**src/rtl/score_pkg.sv**
```systemverilog
// Shared definitions for the score path: judgement grade codes and default widths.
package score_pkg;

   localparam logic [1:0] GRADE_MISS    = 2'b00;
   localparam logic [1:0] GRADE_EARLY   = 2'b01;
   localparam logic [1:0] GRADE_LATE    = 2'b10;
   localparam logic [1:0] GRADE_PERFECT = 2'b11;

   localparam int COMBO_W_DEFAULT = 8;
   localparam int N_LANES_DEFAULT = 4;

endpackage

```
**src/rtl/rr_arbiter.sv**
```systemverilog
// Round-robin arbiter: one-hot grant of the first request at or after the pointer,
// pointer moves just past the granted requester.
module rr_arbiter #(
   parameter int N = 4
) (
   input  logic         clk,
   input  logic         reset,
   input  logic         en,
   input  logic [N-1:0] req,
   output logic [N-1:0] grant,
   output logic         grant_valid
);

   localparam int IW = (N > 1) ? $clog2(N) : 1;

   logic [IW-1:0] ptr_reg;
   logic [IW-1:0] ptr_next;
   int            idx;

   always_comb begin
      grant       = '0;
      grant_valid = 1'b0;
      ptr_next    = ptr_reg;
      idx         = 0;
      if (en) begin
         for (int k = 0; k < N; k++) begin
            idx = int'(ptr_reg) + k;
            if (idx >= N) idx = idx - N;
            if (!grant_valid && req[idx]) begin
               grant[idx]  = 1'b1;
               grant_valid = 1'b1;
               ptr_next    = IW'((idx + 1) % N);
            end
         end
      end
   end

   always_ff @(posedge clk or posedge reset) begin
      if (reset) ptr_reg <= '0;
      else       ptr_reg <= ptr_next;
   end

endmodule

```
**src/rtl/score_event_sequencer.sv**
```systemverilog
// Buffers one judgement per lane, serialises them round-robin onto the score counter
// and maintains the combo / max-combo counters that accompany each issued grade.
module score_event_sequencer
   import score_pkg::*;
#(
   parameter int N_LANES = N_LANES_DEFAULT,
   parameter int COMBO_W = COMBO_W_DEFAULT
) (
   input  logic                 clk,
   input  logic                 reset,
   input  logic                 game_active,
   input  logic                 combo_clr,
   input  logic [N_LANES-1:0]   hit_valid,
   input  logic [2*N_LANES-1:0] hit_grade,
   output logic [1:0]           score_inp,
   output logic [COMBO_W-1:0]   score_combo,
   output logic [COMBO_W-1:0]   combo,
   output logic [COMBO_W-1:0]   max_combo,
   output logic                 busy,
   output logic                 drop_err
);

   localparam logic [COMBO_W-1:0] COMBO_MAX = {COMBO_W{1'b1}};

   logic [N_LANES-1:0] pend_valid_reg;
   logic [1:0]         pend_grade_reg [N_LANES];
   logic [N_LANES-1:0] grant;
   logic               grant_valid;
   logic [N_LANES-1:0] drop_lane;

   logic [COMBO_W-1:0] combo_reg, combo_next, combo_base;
   logic [COMBO_W-1:0] max_combo_reg, max_combo_next, max_base;
   logic [COMBO_W-1:0] score_combo_reg, score_combo_next;
   logic [1:0]         score_inp_reg, score_inp_next;
   logic [1:0]         sel_grade;
   logic               drop_err_reg, drop_err_next;

   rr_arbiter #(.N(N_LANES)) u_arb (
      .clk         (clk),
      .reset       (reset),
      .en          (game_active),
      .req         (pend_valid_reg),
      .grant       (grant),
      .grant_valid (grant_valid)
   );

   // A lane being granted this cycle frees its slot, so a same-cycle load is not a drop.
   genvar gi;
   generate
      for (gi = 0; gi < N_LANES; gi++) begin : g_slot
         assign drop_lane[gi] = game_active & hit_valid[gi] & pend_valid_reg[gi] & ~grant[gi];

         always_ff @(posedge clk or posedge reset) begin
            if (reset) begin
               pend_valid_reg[gi] <= 1'b0;
               pend_grade_reg[gi] <= GRADE_MISS;
            end else if (!game_active) begin
               pend_valid_reg[gi] <= 1'b0;
            end else if (hit_valid[gi] && !drop_lane[gi]) begin
               pend_valid_reg[gi] <= 1'b1;
               pend_grade_reg[gi] <= hit_grade[2*gi +: 2];
            end else if (grant[gi]) begin
               pend_valid_reg[gi] <= 1'b0;
            end
         end
      end
   endgenerate

   // combo_clr zeroes the base first; a same-cycle grant then counts from zero.
   always_comb begin
      combo_base       = combo_clr ? '0 : combo_reg;
      max_base         = combo_clr ? '0 : max_combo_reg;
      sel_grade        = GRADE_MISS;
      combo_next       = combo_base;
      score_inp_next   = GRADE_MISS;
      score_combo_next = '0;
      for (int i = 0; i < N_LANES; i++)
         if (grant[i]) sel_grade = sel_grade | pend_grade_reg[i];
      if (grant_valid) begin
         if (sel_grade != GRADE_MISS) begin
            combo_next       = (combo_base == COMBO_MAX) ? combo_base : combo_base + 1'b1;
            score_inp_next   = sel_grade;
            score_combo_next = combo_next;
         end else begin
            combo_next = '0;
         end
      end
      max_combo_next = (combo_next > max_base) ? combo_next : max_base;
      drop_err_next  = (combo_clr ? 1'b0 : drop_err_reg) | (|drop_lane);
   end

   always_ff @(posedge clk or posedge reset) begin
      if (reset) begin
         combo_reg       <= '0;
         max_combo_reg   <= '0;
         score_inp_reg   <= GRADE_MISS;
         score_combo_reg <= '0;
         drop_err_reg    <= 1'b0;
      end else begin
         combo_reg       <= combo_next;
         max_combo_reg   <= max_combo_next;
         score_inp_reg   <= score_inp_next;
         score_combo_reg <= score_combo_next;
         drop_err_reg    <= drop_err_next;
      end
   end

   assign score_inp   = score_inp_reg;
   assign score_combo = score_combo_reg;
   assign combo       = combo_reg;
   assign max_combo   = max_combo_reg;
   assign busy        = |pend_valid_reg;
   assign drop_err    = drop_err_reg;

endmodule

```
**config.mk**
```make
export PLATFORM = sky130hd
export DESIGN_NAME = score_event_sequencer
export DESIGN_NICKNAME = d
export VERILOG_FILES = /design/src/rtl/score_pkg.sv /design/src/rtl/rr_arbiter.sv /design/src/rtl/score_event_sequencer.sv
export SDC_FILE = /design/constraint.sdc
export NUM_CORES = 1
export LEC_CHECK = 0
export ABC_AREA = 1
export CAP_MARGIN = 20
export CORE_MARGIN = 4
export CORE_UTILIZATION = 46
export CTS_CLUSTER_DIAMETER = 120
export DETAILED_ROUTE_END_ITERATION = 8
export PLACE_DENSITY = 0.78
export SYNTH_ARGS = -nofsm -noshare
export SYNTH_HDL_FRONTEND = slang
export SYNTH_SLANG_ARGS = --single-unit
```
**constraint.sdc**
```tcl
create_clock -name clk -period 6.73 [get_ports clk]
set_input_delay 2.019 -clock clk [delete_from_list [all_inputs] [get_ports clk]]
set_output_delay 2.019 -clock clk [all_outputs]
set_load 0.02 [all_outputs]
```
==> results of run 1 <==
-- cell usage after synthesis, drive strengths merged --
| cell type | n | area share |
|---|---|---|
| inv | 52 | 0.077 |
| a211oi | 1 | 0.0028 |
| o21ai | 8 | 0.015 |
| a31oi | 1 | 0.0024 |
| xor2 | 4 | 0.013 |
| nand2 | 115 | 0.20 |
| nor2 | 29 | 0.053 |
| nand3b | 1 | 0.0028 |
| a32oi | 1 | 0.0061 |
| dfrtp | 41 | 0.39 |
| nand3 | 46 | 0.10 |
| or2 | 1 | 0.0024 |
| ha | 13 | 0.061 |
| nor3 | 6 | 0.013 |
| o211ai | 2 | 0.0057 |
| clkbuf | 3 | 0.0080 |
| nand4 | 2 | 0.0047 |
| clkinv | 1 | 0.0014 |
| a21o | 1 | 0.0028 |
| a21oi | 7 | 0.013 |
| o2111ai | 1 | 0.0033 |
| mux2 | 2 | 0.0085 |
| buf | 3 | 0.0080 |
-- path summary, 6_finish.rpt --
check,from,endpoint,slack [ps],cells after the start
max,combo_clr,max_combo[2],1380,22
min,pend_grade_reg[4],pend_grade_reg[4],490,2
max reg2reg,u_arb.ptr_reg[0],max_combo[2],2730,23
min reg2reg,pend_grade_reg[4],pend_grade_reg[4],490,2
max in group asynchronous,reset,pend_valid_reg[2],4220,3
min in group asynchronous,reset,max_combo[2],2150,3
-- cells by family (layout without fill, tap and decap cells) --
group / after synthesis / count (layout)
DFF: 41 / 41
and+or+nand+nor: 200 / 200
buffers and inverters: 59 / 106
muxes: 2 / 2
AOI/OAI and AO/OA: 22 / 22
xor gates and xnor gates: 4 / 4
adders and majority gates: 13 / 13
-- worst register-to-register path, delay by kind of cell, from the launching register on --
family / cells / cell delay (ps)
buffers and inverters: 3 / 450
AOI/OAI and AO/OA: 1 / 370
and+or+nand+nor: 17 / 1750
DFF: 1 / 630
adders and majority gates: 2 / 670
-- layer usage --
metal	wire (µm)	part of all wire	track usage
met1	2680	0.48	0.232
met3	164	0.029	0.0237
met4	36	0.0065	0.0365
met2	2690	0.48	0.278
met5	0	0	0
-- power by group through the flow --
stage	combinational [W]	sequential (W)	clock, W
2_1_floorplan	0.000625	0.000360	0
3_3_place_gp	0.000812	0.000351	0
3_5_place_dp	0.000822	0.000351	0
4_1_cts	0.000824	0.000346	0.000206
5_1_grt	0.000917	0.000354	0.000217
6_report	0.000824	0.000346	0.000199
-- through the flow --
stage	utilization	instances	cell area (µm²)	power [W]	hold slack (ps)
after floorplan	-	341	2650	0.000985	454
after global placement	0.567	452	3140	0.00116	471
after detailed placement	0.567	452	3140	0.00117	476
after CTS	0.588	460	3260	0.00138	496
after global routing	0.588	460	3260	0.00149	511
final	0.588	460	3260	0.00137	490
-- final cells by class --
cell class,instances,area share
Timing Repair Buffer,45,0.137
Tap cell,72,0.0277
Sequential cell,41,0.315
Clock buffer,7,0.0265
Multi-Input combinational cell,241,0.421
Inverter,53,0.0634
Clock inverter,1,0.00922
==> reports/metrics.cfg, run 1 <==
[placement]
place_congestion = 0.905
dp_slack_ps = 1110
dpl.hpwl_mm = 4.43
port_buffers = 43

[drt]
wl_per_cell_um = 12.1
drt_first_pass_iters = 5
ant_nets = 0
viasPerCell = 4.88
drt_iter0_markers = 146
vias = 2247
route.detailed.drc = 0
wl_mm = 5.57

[critical_path]
critPathArrivalTime_ps = 5530
setup.worst_path.end_class = flop
path_buf_inv = 7
crit_chain = clkdlybuf4s50_1 -> clkinv_1 -> nand2_1 -> inv_1 -> ha_1 -> inv_1 -> nor3_2 -> nand3_1 -> nor2_2 -> inv_1 -> a21oi_1 -> inv_1 -> nand2_2 -> nand2_2 -> ha_1 -> a21oi_1 -> o21ai_0 -> nand2_1 -> a32oi_2 -> inv_1 -> nand3_1 -> nand2_1
cp_top_family = buffers and inverters
worstPathMaxFanout = 9
cpPeakStageDelay_ps = 570
cp_common_cell = inv_1
critPathKind = input pin to flop
required_ps = 6900
worst_setup_path_start_kind = input pin
slowest_stage = clkdlybuf4s50_1

[clock_tree]
clk_latency_ps = 280
cts_setup_buffers = 0
cts_resized = 0
cts_num_sinks = 41
cts_tree = yes
cts_made_buffers = 5
cts.clk_slew.worst_paths_ps = 70
clk_path_buf_depth = 2
holdBufCountCts = 0
clockRootBuffer = clkbuf_8
htreeDepth = 2

[yosys]
avgSynthCellArea_um2 = 7.76
yosys_warnings = 0
synth_top_family_by_area = simple AND/OR/NAND/NOR gates
yosys.area_share.simple = 0.383
syn_inst = 341
synth_cell_types = 35
netlist_area_mm2 = 0.00265
synth_compound_area_frac = 0.0515
ys_ff_latch = 41
yosys.area_share.xor_xnor = 0.0132
synth.area.mux_share = 0.00851
synth_nets = 370
synth_adder_area_share = 0.0615
seq_area_frac_synth = 0.388

[job]
maxCapViolCount = 0

[layout]
layout_common_cells = nand2_1, inv_1, clkdlybuf4s50_1
nFillCells = 499
layout_commonest_cell = nand2_1
multiInputGateArea_mm2 = 0.00137
fin_nets = 416
seq_area_mm2 = 0.00103
syn_to_final_growth_pct = 23.0
antennaDiodeCount = 0
drive_above_1_share = 0.144

[sta]
skew_ps = 5.54
hold_viol = 0
setup_ws_ps = 1380
slew_headroom = 0.567
timing.fmax_ghz = 0.187
tns_ps = 0
drv_slew = 0
period_minus_slack_ps = 5350
rsz0062_at_grt = false
fin_crit_sh = 0.795
tightest_slew_ps = 648
setup_viol = 0

[pwr]
p_comb_frac = 0.602
p_leak_nw = 1.71
p_int_w = 0.000702
peakVddDrop_mv = 0.238
pwr-share-clk = 0.145
power.net_switching_w = 0.000668
power.density_mw_per_mm2 = 421
swShare = 0.488
seqPwrFrac = 0.253

[floorplanning]
dieArea_mm2 = 0.00703
initial_core_util = 0.478
ios = 44
core-area_mm2 = 0.00554
num_rows = 27
dieWidth_um = 83.8
die-height_um = 83.8

[global_route]
grt_pass1_wl_mm = 9.79
grt_pass1_vias = 2119
grt_max_degree = 42
overflow = 0
antenna_found_initial = 0
track_usage = 0.167

[worst_hold_path]
worstHoldPathType = flop to flop

[outcome]
run_status = finished clean

Note: power is estimated with default switching activity, not from simulation.
==> inputs of run 2 (changes only) <==
Clock period 6.73 ns to 5.2 ns, I/O delays scaled along.
==> reports/metrics.cfg, run 2 (synthesis results as in run 1) <==
[placement]
place_congestion = 0.874  ; -3.5%
port_buffers = 43  ; unchanged
placedCellCount = 454  ; +0.44%
dpl.hpwl_mm = 4.49  ; +1.5%

[global_route]
grt_max_degree = 27  ; -36%
track_usage = 0.173  ; +0.00510
antenna_found_initial = 0  ; unchanged
grt_pass1_wl_mm = 9.87  ; +0.84%
grt_pass1_vias = 2175  ; +2.6%
overflow = 0  ; unchanged

[floorplanning]
num_rows = 27  ; unchanged
dieArea_mm2 = 0.00703  ; unchanged
dieWidth_um = 83.8  ; unchanged
die-height_um = 83.8  ; unchanged
core-area_mm2 = 0.00554  ; unchanged
ios = 44  ; unchanged
initial_core_util = 0.478  ; unchanged

[clock_tree]
htreeDepth = 2  ; unchanged
holdBufCountCts = 0  ; unchanged
clk_latency_ps = 290  ; about the same
cts_num_sinks = 41  ; unchanged
cts_resized = 0  ; unchanged
clockRootBuffer = clkbuf_8
cts.clk_slew.worst_paths_ps = 70  ; about the same
clk_path_buf_depth = 2  ; unchanged
cts_tree = yes
cts_setup_buffers = 0  ; unchanged
cts_made_buffers = 5  ; unchanged

[drt]
wl_mm = 5.66  ; +1.8%
drt_first_pass_iters = 4  ; -1
top_layer_used = met4
vias = 2256  ; +0.40%
drt_iter0_markers = 100  ; -32%
dr_wl_met3_um = 201  ; +23%
route.detailed.drc = 0  ; unchanged
viasPerCell = 4.87  ; -0.25%
wl_met1_mm = 2.68  ; +0.11%
ant_nets = 0  ; unchanged
wl_met2_mm = 2.66  ; -0.93%
wl_per_cell_um = 12.2  ; +1.1%

[outcome]
run_status = finished clean

[layout]
fin_nets = 419  ; +0.72%
layout_commonest_cell = nand2_1
drive_above_1_share = 0.151  ; +0.00657
layout_common_cells = nand2_1, inv_1, clkdlybuf4s50_1
nFillCells = 513  ; +2.8%
antennaDiodeCount = 0  ; unchanged
instances_no_fill = 463  ; +0.65%
syn_to_final_growth_pct = 24.6
seq_area_mm2 = 0.00103  ; unchanged
multiInputGateArea_mm2 = 0.00137  ; unchanged

[critical_path]
cp_common_cell = inv_1
regToRegSetupSlack_ps = 1430  ; -1300 ps
worstPathMaxFanout = 9  ; unchanged
rr_startpoint = u_arb.ptr_reg[0]
r2r_end = max_combo[2]
r2r_cells = 23  ; unchanged
required_ps = 5390  ; -1510 ps
critPathArrivalTime_ps = 4760  ; -770 ps
worst_setup_path_start_kind = input pin
cpPeakStageDelay_ps = 570  ; about the same
crit_chain = clkdlybuf4s50_1 -> clkinv_1 -> nand2_1 -> inv_1 -> ha_1 -> inv_1 -> nor3_2 -> nand3_1 -> nor2_2 -> inv_1 -> a21oi_1 -> inv_1 -> nand2_2 -> nand2_2 -> ha_1 -> a21oi_1 -> o21ai_0 -> nand2_1 -> a32oi_2 -> inv_1 -> nand3_1 -> nand2_1
setup.worst_path.end_class = flop
slowest_stage = clkdlybuf4s50_1
critPathKind = input pin to flop

[worst_hold_path]
hold_path_depth = 2  ; unchanged
worstHoldPathType = flop to flop
hold_path_startpoint = pend_grade_reg[5]
hold_path_end = pend_grade_reg[5]

[sta]
tns_ps = 0  ; unchanged
tightest_slew_ps = 488  ; -160 ps
fin_crit_sh = 0.879
rsz0062_at_grt = false
setup_viol = 0  ; unchanged
drv_slew = 0  ; unchanged
skew_ps = 8.31  ; +2.76 ps
timing.fmax_ghz = 0.219
hold_viol = 0  ; unchanged
slew_headroom = 0.675  ; +0.108
period_minus_slack_ps = 4570

[pwr]
p_leak_nw = 1.73  ; +1.3%
total_power_w = 0.00180  ; +32%
peakVddDrop_mv = 0.275  ; +15%
power.density_mw_per_mm2 = 547  ; +30%

[job]
maxCapViolCount = 0  ; unchanged

==> run 2: changes by cell type in the layout (fill, tap and decap cells not counted), sizes merged <==
cell and change:
buf +3
==> run 2: worst max-delay path by stage <==
stage	startpoint	end	slack [ps]	cells after the start
after global placement	combo_clr	max_combo[4]	520	22
after floorplan	combo_clr	max_combo[2]	850	22
after detailed placement	combo_clr	max_combo[2]	370	22
after CTS	combo_clr	max_combo[2]	660	22
after global routing	combo_clr	max_combo[4]	220	22
final	combo_clr	max_combo[2]	630	22
==> run 2: critical path: cells and delay by family <==
kind | cells | cell delay (ps)
adder cells (fa/ha/maj) | 2 | 440
buffers and inverters | 7 | 1180
AO/OA/AOI/OAI | 4 | 530
AND/OR/NAND/NOR | 9 | 1040
==> run 2: power breakdown <==
part / total (W) / internal (W) / switching (W)
Combinational: 0.00109 / 0.000385 / 0.000704
Sequential: 0.000451 / 0.000387 / 0.0000637
Clock: 0.000263 / 0.000156 / 0.000107
Total: 0.00180 / 0.000929 / 0.000874
==> run 2: metal layers <==
| layer | up-vias | GRT usage |
|---|---|---|
| li1 | 1172 | - |
| met1 | 1032 | 0.226 |
| met2 | 42 | 0.280 |
| met3 | 10 | 0.0336 |
| met4 | 0 | 0.0687 |
| met5 | - | 0 |
==> run 2: cell type report <==
cell class                      instances  share of cell area
Timing Repair Buffer                   48               0.148
Clock inverter                          1             0.00910
Clock buffer                            7              0.0262
Tap cell                               72              0.0273
Multi-Input combinational cell        241               0.416
Sequential cell                        41               0.311
Inverter                               53              0.0626
==> run 2: per-stage QoR <==
step                worst slack, ps  hold slack (ps)   util  instance area (µm²)
floorplan                       852              454      -                 2650
global placement                517              472  0.569                 3150
detailed placement              366              479  0.569                 3150
CTS                             656              497  0.590                 3270
global route                    224              502  0.595                 3300
finish                          630              499  0.595                 3300
